### config.mk
export PLATFORM = sky130hd
export DESIGN_NAME = backtrack_flat
export DESIGN_NICKNAME = d
export VERILOG_FILES = /design/src/rtl/backtrack_if.sv /design/src/rtl/backtrack.sv /design/src/flat_wrapper.sv
export SDC_FILE = /design/constraint.sdc
export NUM_CORES = 1
export LEC_CHECK = 0
export ABC_AREA = 1
export CORE_UTILIZATION = 47
export CTS_CLUSTER_DIAMETER = 100
export CTS_CLUSTER_SIZE = 28
export DETAILED_ROUTE_END_ITERATION = 8
export PLACE_DENSITY = 0.7
export SLEW_MARGIN = 30
export SYNTH_ARGS = -nofsm -noshare
export SYNTH_HDL_FRONTEND = slang
export SYNTH_SLANG_ARGS = --single-unit
### constraint.sdc
create_clock -name clk -period 4.4 [get_ports clk]
set_input_delay 0.88 -clock clk [delete_from_list [all_inputs] [get_ports clk]]
set_output_delay 0.88 -clock clk [all_outputs]
set_load 0.005 [all_outputs]
### src/rtl/backtrack_if.sv
// Conflict/backtrack handshake between the conflict source and the backtrack unit.
// The unit drives the clear mask and the level-reload strobe back to the decision block.
interface backtrack_if #(
    parameter int NUM_VARS  = 8,
    parameter int WIDTH_LVL = 16
);
    logic                          conflict_pulse;
    logic [WIDTH_LVL-1:0]          cur_lvl_i;
    logic [NUM_VARS-1:0]           learnt_mask_i;
    logic [NUM_VARS*3-1:0]         vars_value_i;
    logic [NUM_VARS*WIDTH_LVL-1:0] vars_lvl_i;
    logic                          busy_o;
    logic [NUM_VARS-1:0]           vars_clear_o;
    logic                          apply_bkt_o;
    logic [WIDTH_LVL-1:0]          bkt_lvl_o;
    logic                          unsat_o;

    modport master (
        output conflict_pulse, cur_lvl_i, learnt_mask_i, vars_value_i, vars_lvl_i,
        input  busy_o, vars_clear_o, apply_bkt_o, bkt_lvl_o, unsat_o
    );

    modport slave (
        input  conflict_pulse, cur_lvl_i, learnt_mask_i, vars_value_i, vars_lvl_i,
        output busy_o, vars_clear_o, apply_bkt_o, bkt_lvl_o, unsat_o
    );
endinterface

### src/rtl/backtrack.sv
// Non-chronological backtrack unit: serially scans the learnt clause for the highest
// level below the conflict level, clears everything assigned above it, then reloads the level counter.
module backtrack #(
    parameter int NUM_VARS  = 8,
    parameter int WIDTH_LVL = 16
) (
    input logic        clk,
    input logic        rst,
    backtrack_if.slave bus
);
    localparam int IDX_W = (NUM_VARS > 1) ? $clog2(NUM_VARS) : 1;
    localparam logic [IDX_W-1:0] LAST_IDX = IDX_W'(NUM_VARS - 1);

    typedef enum logic [2:0] {IDLE, SCAN, CLEAR, APPLY, UNSAT} state_t;

    state_t                        state;
    logic [IDX_W-1:0]              idx;
    logic [WIDTH_LVL-1:0]          target;
    logic [WIDTH_LVL-1:0]          lat_cur;
    logic [NUM_VARS-1:0]           lat_mask;
    logic [NUM_VARS*3-1:0]         lat_value;
    logic [NUM_VARS*WIDTH_LVL-1:0] lat_lvl;

    logic                 busy;
    logic [NUM_VARS-1:0]  vars_clear;
    logic                 apply_bkt;
    logic [WIDTH_LVL-1:0] bkt_lvl;
    logic                 unsat;

    logic [WIDTH_LVL-1:0] sel_lvl;
    logic                 sel_hit;
    logic [WIDTH_LVL-1:0] target_nxt;
    logic [NUM_VARS-1:0]  clear_nxt;

    // The clear mask uses the target including the last scanned var, so CLEAR can
    // present it on the cycle right after the final SCAN step.
    // NOTE: every signal written here gets a default first, so no latches are inferred.
    always_comb begin
        sel_lvl    = lat_lvl[idx*WIDTH_LVL +: WIDTH_LVL];
        sel_hit    = lat_mask[idx] && (|lat_value[idx*3 +: 3]) && (sel_lvl < lat_cur);
        target_nxt = (sel_hit && (sel_lvl > target)) ? sel_lvl : target;
        clear_nxt  = '0;
        for (int i = 0; i < NUM_VARS; i++) begin
            clear_nxt[i] = (|lat_value[i*3 +: 3]) && (lat_lvl[i*WIDTH_LVL +: WIDTH_LVL] > target_nxt);
        end
    end

    // NOTE: sequential state uses non-blocking assignments only; the latched
    // clause copies are reset too so no stale data survives a mid-operation reset.
    always_ff @(posedge clk) begin
        if (!rst) begin
            state      <= IDLE;
            idx        <= '0;
            target     <= '0;
            lat_cur    <= '0;
            lat_mask   <= '0;
            lat_value  <= '0;
            lat_lvl    <= '0;
            busy       <= 1'b0;
            vars_clear <= '0;
            apply_bkt  <= 1'b0;
            bkt_lvl    <= '0;
            unsat      <= 1'b0;
        end else begin
            case (state)
                IDLE: begin
                    if (bus.conflict_pulse) begin
                        lat_cur   <= bus.cur_lvl_i;
                        lat_mask  <= bus.learnt_mask_i;
                        lat_value <= bus.vars_value_i;
                        lat_lvl   <= bus.vars_lvl_i;
                        busy      <= 1'b1;
                        if (bus.cur_lvl_i == '0) begin
                            unsat <= 1'b1;
                            state <= UNSAT;
                        end else begin
                            idx    <= '0;
                            target <= '0;
                            state  <= SCAN;
                        end
                    end
                end
                SCAN: begin
                    target <= target_nxt;
                    if (idx == LAST_IDX) begin
                        vars_clear <= clear_nxt;
                        state      <= CLEAR;
                    end else begin
                        idx <= idx + 1'b1;
                    end
                end
                CLEAR: begin
                    vars_clear <= '0;
                    apply_bkt  <= 1'b1;
                    bkt_lvl    <= target + 1'b1;
                    state      <= APPLY;
                end
                APPLY: begin
                    apply_bkt <= 1'b0;
                    busy      <= 1'b0;
                    state     <= IDLE;
                end
                UNSAT: begin
                    // Terminal until reset; further conflicts fall on the floor.
                    state <= UNSAT;
                end
                default: state <= IDLE;
            endcase
        end
    end

    assign bus.busy_o       = busy;
    assign bus.vars_clear_o = vars_clear;
    assign bus.apply_bkt_o  = apply_bkt;
    assign bus.bkt_lvl_o    = bkt_lvl;
    assign bus.unsat_o      = unsat;
endmodule

### src/flat_wrapper.sv
// flat-port wrapper written by rule: the top's interface ports become plain ports
module backtrack_flat 
#(
    parameter int NUM_VARS  = 8,
    parameter int WIDTH_LVL = 16
)
  (clk, rst, bus_conflict_pulse, bus_cur_lvl_i, bus_learnt_mask_i, bus_vars_value_i, bus_vars_lvl_i, bus_busy_o, bus_vars_clear_o, bus_apply_bkt_o, bus_bkt_lvl_o, bus_unsat_o);
  backtrack_if #(.NUM_VARS(NUM_VARS), .WIDTH_LVL(WIDTH_LVL)) bus_i ();
  input logic clk;
  input logic rst;
  input wire logic [$bits(bus_i.conflict_pulse)-1:0] bus_conflict_pulse;
  input wire logic [$bits(bus_i.cur_lvl_i)-1:0] bus_cur_lvl_i;
  input wire logic [$bits(bus_i.learnt_mask_i)-1:0] bus_learnt_mask_i;
  input wire logic [$bits(bus_i.vars_value_i)-1:0] bus_vars_value_i;
  input wire logic [$bits(bus_i.vars_lvl_i)-1:0] bus_vars_lvl_i;
  output wire logic [$bits(bus_i.busy_o)-1:0] bus_busy_o;
  output wire logic [$bits(bus_i.vars_clear_o)-1:0] bus_vars_clear_o;
  output wire logic [$bits(bus_i.apply_bkt_o)-1:0] bus_apply_bkt_o;
  output wire logic [$bits(bus_i.bkt_lvl_o)-1:0] bus_bkt_lvl_o;
  output wire logic [$bits(bus_i.unsat_o)-1:0] bus_unsat_o;
  assign bus_i.conflict_pulse = bus_conflict_pulse;
  assign bus_i.cur_lvl_i = bus_cur_lvl_i;
  assign bus_i.learnt_mask_i = bus_learnt_mask_i;
  assign bus_i.vars_value_i = bus_vars_value_i;
  assign bus_i.vars_lvl_i = bus_vars_lvl_i;
  assign bus_busy_o = bus_i.busy_o;
  assign bus_vars_clear_o = bus_i.vars_clear_o;
  assign bus_apply_bkt_o = bus_i.apply_bkt_o;
  assign bus_bkt_lvl_o = bus_i.bkt_lvl_o;
  assign bus_unsat_o = bus_i.unsat_o;
  backtrack #(.NUM_VARS(NUM_VARS), .WIDTH_LVL(WIDTH_LVL)) u_core (.clk(clk), .rst(rst), .bus(bus_i));
endmodule
==> results by group <==
Synthesis
  – Cell Area, Synth: 13200 um^2
  – Syn Inst Count: 1838
  – Seq/Total Area, Yosys: 0.3413
  – Synth area leaders: dfxtp_1 (34%), ha_1 (14%), a21oi_1 (13%), nand2_1 (8.6%), o21ai_0 (7.6%)
  – Count of cell types in the netlist: 36
  – Syn nets: 2163
  – Share of the synthesized area in the top cell type: 0.3413
  – Yosys warning count: 0
  – Avg Cell Area, Syn: 7.181 um^2
  – Yosys reg bits: 225
  – Post-synth top area cell: dfxtp_1

Place
  – Placer Congestion: 0.9877
  – IO buf count: 205
  – Dpl hpwl: 36.09 mm
  – Placed Cells: 2462

Critical path
  – Reg2Reg Depth: 27
  – Crit Reg-Reg Startpoint: u_core.idx[0]$_SDFFE_PN0P_
  – Crit path DAT: 4900 ps
  – CP Capture Type: flip-flop
  – R2R setup slack: -130 ps
  – Startpoint types: flip-flop
  – Critical path type: flip-flop to flip-flop
  – RR Endpoint: u_core.bus.vars_clear_o[0]$_SDFFE_PN0P_
  – Worst Path Max Fanout: 31
  – CP required: 4770 ps

Power
  – Pwr Total: 7.317 mW
  – Pwr per Cell Area: 409.2 nW/um^2
  – Worst VDD drop: 0.2296 mV
  – Clock power share: 0.185
  – Flop pwr share: 0.318
  – Sw frac: 0.3965
  – Combinational group share of total power: 0.497
  – Internal power: 4.416 mW
  – P_sw: 2.901 mW
  – Static Leak: 7.525 nW

Timing
  – Skew final: 21.08 ps
  – RSZ-0062 raised after global routing: true
  – TNS Setup: -437.5 ps
  – Count of final setup violators: 6
  – Final worst setup slack: -126.9 ps
  – Worst slew pin tran: 846.1 ps
  – Period utilization: 1.029
  – Final min period: 4527 ps
  – Slew Viols, Final: 0
  – Final Hold Vio Count: 0
  – Slew Limit Headroom: 0.4359
  – FMAX: 220.9 MHz

Drt
  – DRT Pass-1 Iters: 7
  – Via density per instance: 5.609
  – Post-DR wirelength/cell: 19.03 um
  – Remaining DRCs: 0
  – Post-route ant nets: 0
  – 1st-iter DRT viols: 1296
  – DRT Wirelength: 47.51 mm
  – Vias post-DR: 14.01k

Min path
  – Hold Path Class: flip-flop to flip-flop
  – WHS Endpoint: u_core.lat_value[12]$_SDFFE_PN0P_
  – Hold depth: 2
  – Hold_sp: u_core.lat_value[12]$_SDFFE_PN0P_

Clocking
  – Root Driver: clkbuf_16
  – CTS tree: done
  – H-tree levels: 1
  – Total CTS buffers: 12
  – Cts hold-fix bufs: 0
  – Worst-Skew Late Latency: 500 ps
  – Clk pin slew, worst setup/hold paths: 120 ps
  – Maximum clock path buffer count: 3
  – Clock net sink count: 225

Status
  – Violated checks: negative setup slack
  – Run status: finished, violations left

Finish
  – Non-Filler Instances: 2497
  – Antenna fix cells: 0
  – Area added between synthesis and finish: 35.49%
  – Share of cells above drive strength 1: 0.1416
  – Final core occ: 0.6562
  – Filler cells: 2423
  – Final nets: 2447

Flow run
  – Maxcap violations: 0

GRT
  – Largest net degree at the start of global routing: 94
  – Initial antenna violation count: 2
  – Vias in the first global route: 13.07k
  – First-pass GRT wire length: 71.90 mm
  – Grt ovf: 0
  – GRT Util Overall: 0.3213

Floorplanning
  – Core Area: 27250 um^2
  – Row cnt: 60
  – Full die area: 28760 um^2
  – Initial Util: 0.4843
  – I/O pin count: 206
  – Die width: 169.6 um
  – Die Y-Extent: 169.6 um
==> how the worst max path moves through the flow <==
stage	startpoint	end	slack, ps
floorplan	u_core.idx[0]$_SDFFE_PN0P_	u_core.bus.vars_clear_o[1]$_SDFFE_PN0P_	20
global placement	u_core.idx[0]$_SDFFE_PN0P_	u_core.bus.vars_clear_o[0]$_SDFFE_PN0P_	-280
detailed placement	u_core.idx[0]$_SDFFE_PN0P_	u_core.bus.vars_clear_o[0]$_SDFFE_PN0P_	-320
CTS	u_core.idx[1]$_SDFFE_PN0P_	u_core.bus.vars_clear_o[3]$_SDFFE_PN0P_	2
global route	u_core.idx[0]$_SDFFE_PN0P_	u_core.bus.vars_clear_o[0]$_SDFFE_PN0P_	-300
finish	u_core.idx[0]$_SDFFE_PN0P_	u_core.bus.vars_clear_o[0]$_SDFFE_PN0P_	-130
==> per-stage QoR <==
stage / setup WS [ps] / hold slack (ps) / cell area [um^2]
final: -126.9 / 458.7 / 17880
after global routing: -297.1 / 474.1 / 17880
after CTS: 1.559 / 462.7 / 17130
after detailed placement: -315.0 / 450.0 / 16550
after global placement: -275.2 / 439.3 / 16550
after floorplan: 20.03 / 429.0 / 13250
==> cell usage in the layout (no fill, tap or decap), types with 5 or more instances in the layout <==
| cell type | synthesis | layout |
|---|---|---|
| a211oi_1 | 6 | 5 |
| a21oi_1 | 336 | 323 |
| a21oi_2 | 0 | 13 |
| a31oi_1 | 25 | 18 |
| a31oi_2 | 0 | 5 |
| buf_12 | 0 | 12 |
| buf_4 | 1 | 139 |
| buf_6 | 3 | 10 |
| clkbuf_16 | 0 | 15 |
| clkdlybuf4s50_1 | 0 | 203 |
| dfxtp_1 | 225 | 223 |
| ha_1 | 146 | 129 |
| ha_4 | 0 | 16 |
| inv_1 | 184 | 182 |
| nand2_1 | 301 | 286 |
| nand2_2 | 5 | 15 |
| nand2_4 | 2 | 8 |
| nand3_1 | 124 | 121 |
| nand3_2 | 4 | 6 |
| nand4_1 | 10 | 10 |
| nor2_1 | 52 | 46 |
| nor2_2 | 1 | 5 |
| nor3_1 | 14 | 8 |
| nor3_2 | 2 | 6 |
| nor3b_4 | 0 | 7 |
| nor4_1 | 8 | 5 |
| o211ai_1 | 6 | 6 |
| o21ai_0 | 200 | 177 |
| o21ai_1 | 14 | 26 |
| o21ai_2 | 0 | 6 |
| o21ai_4 | 0 | 5 |
| o21bai_1 | 18 | 18 |
| or2_1 | 13 | 13 |
| xor2_1 | 12 | 12 |
==> power by group through the flow <==
stage / Combinational (mW) / Clock [mW] / Sequential [mW]
after CTS: 3.15 / 1.37 / 2.31
after global placement: 2.97 / 0 / 2.35
final: 3.64 / 1.36 / 2.32
after global routing: 3.98 / 1.44 / 2.34
after floorplan: 1.77 / 0 / 2.32
after detailed placement: 3.01 / 0 / 2.35
==> critical path, stage by stage, from the launching register on <==
cell	delay, ps
dfxtp_4	450
inv_8	60
buf_12	160
o21ai_0	410
a31oi_4	160
ha_1	310
nand2_1	60
inv_1	50
nand4_1	150
buf_4	170
a31oi_1	140
nor2_1	90
nor2_4	170
nand2_4	120
buf_12	170
nand2_4	60
o21ai_4	70
buf_8	150
ha_4	260
nand4_1	140
nor3_2	240
buf_4	160
nor3b_4	250
nand3_1	100
inv_1	60
a31oi_1	70
nand2_1	80
a21oi_1	60
==> state kept, by name, summed over array words and instances (netlist names) <==
register                 count
u_core.bus.vars_clear_o      8
u_core.bus.bkt_lvl_o        16
u_core.bus.busy_o            1
u_core.lat_value            24
u_core.lat_mask              8
u_core.lat_cur              16
u_core.bus.unsat_o           1
u_core.target               16
u_core.bus.apply_bkt_o       1
u_core.lat_lvl             128
u_core.idx                   3
u_core.state                 3
==> per-layer routing <==
metal  up-vias  global-route usage  share of wire
met4         4             0.08892          0.024
li1       6848                   -              -
met3        82             0.05224          0.077
met1      6520              0.4338           0.44
met2       552              0.5271           0.46
met5         -                   0        0.00048
==> cells in the mapped netlist <==
cell type / instances
a21oi_1: 336
nand2_1: 301
dfxtp_1: 225
o21ai_0: 200
inv_1: 184
ha_1: 146
nand3_1: 124
clkbuf_1: 88
nor2_1: 52
a31oi_1: 25
o21bai_1: 18
nor3_1: 14
o21ai_1: 14
or2_1: 13
xor2_1: 12
nand4_1: 10
nor3b_1: 8
nor4_1: 8
buf_1: 7
a211oi_1: 6
o211ai_1: 6
nand2_2: 5
buf_2: 4
inv_2: 4
nand3_2: 4
o31ai_1: 4
a221oi_1: 3
buf_6: 3
nand3b_1: 3
nand2_4: 2
nor3_2: 2
o21a_1: 2
o221ai_1: 2
buf_4: 1
clkinv_1: 1
nor2_2: 1
==> cell type report <==
cell class / count / area (um^2) / share of cell area
clock buffer: 14 / 339.1 / 0.01896
multi-input combinational: 1322 / 8252 / 0.4614
inverter: 189 / 719.4 / 0.04023
sequential: 225 / 4509 / 0.2522
timing repair buffer: 372 / 3548 / 0.1984
clock inverter: 3 / 50.05 / 0.002799
tap: 372 / 465.4 / 0.02603
==> logic make-up after synthesis <==
group           share of synthesized area
fa+ha+maj                          0.1384
simple gates                       0.1828
buf+inv                           0.08541
compound gates                     0.2442
flops                              0.3413
xor+xnor                         0.007963
==> repair_timing <==
action / CTS / global route
gates resized for setup: 33 / 132
setup endpoints to repair: 8 / 8
pin swaps: 13 / 41
cloned: 1 / 2
buffers inserted: 6 / 11
Note: power is estimated with default switching activity, not from simulation.
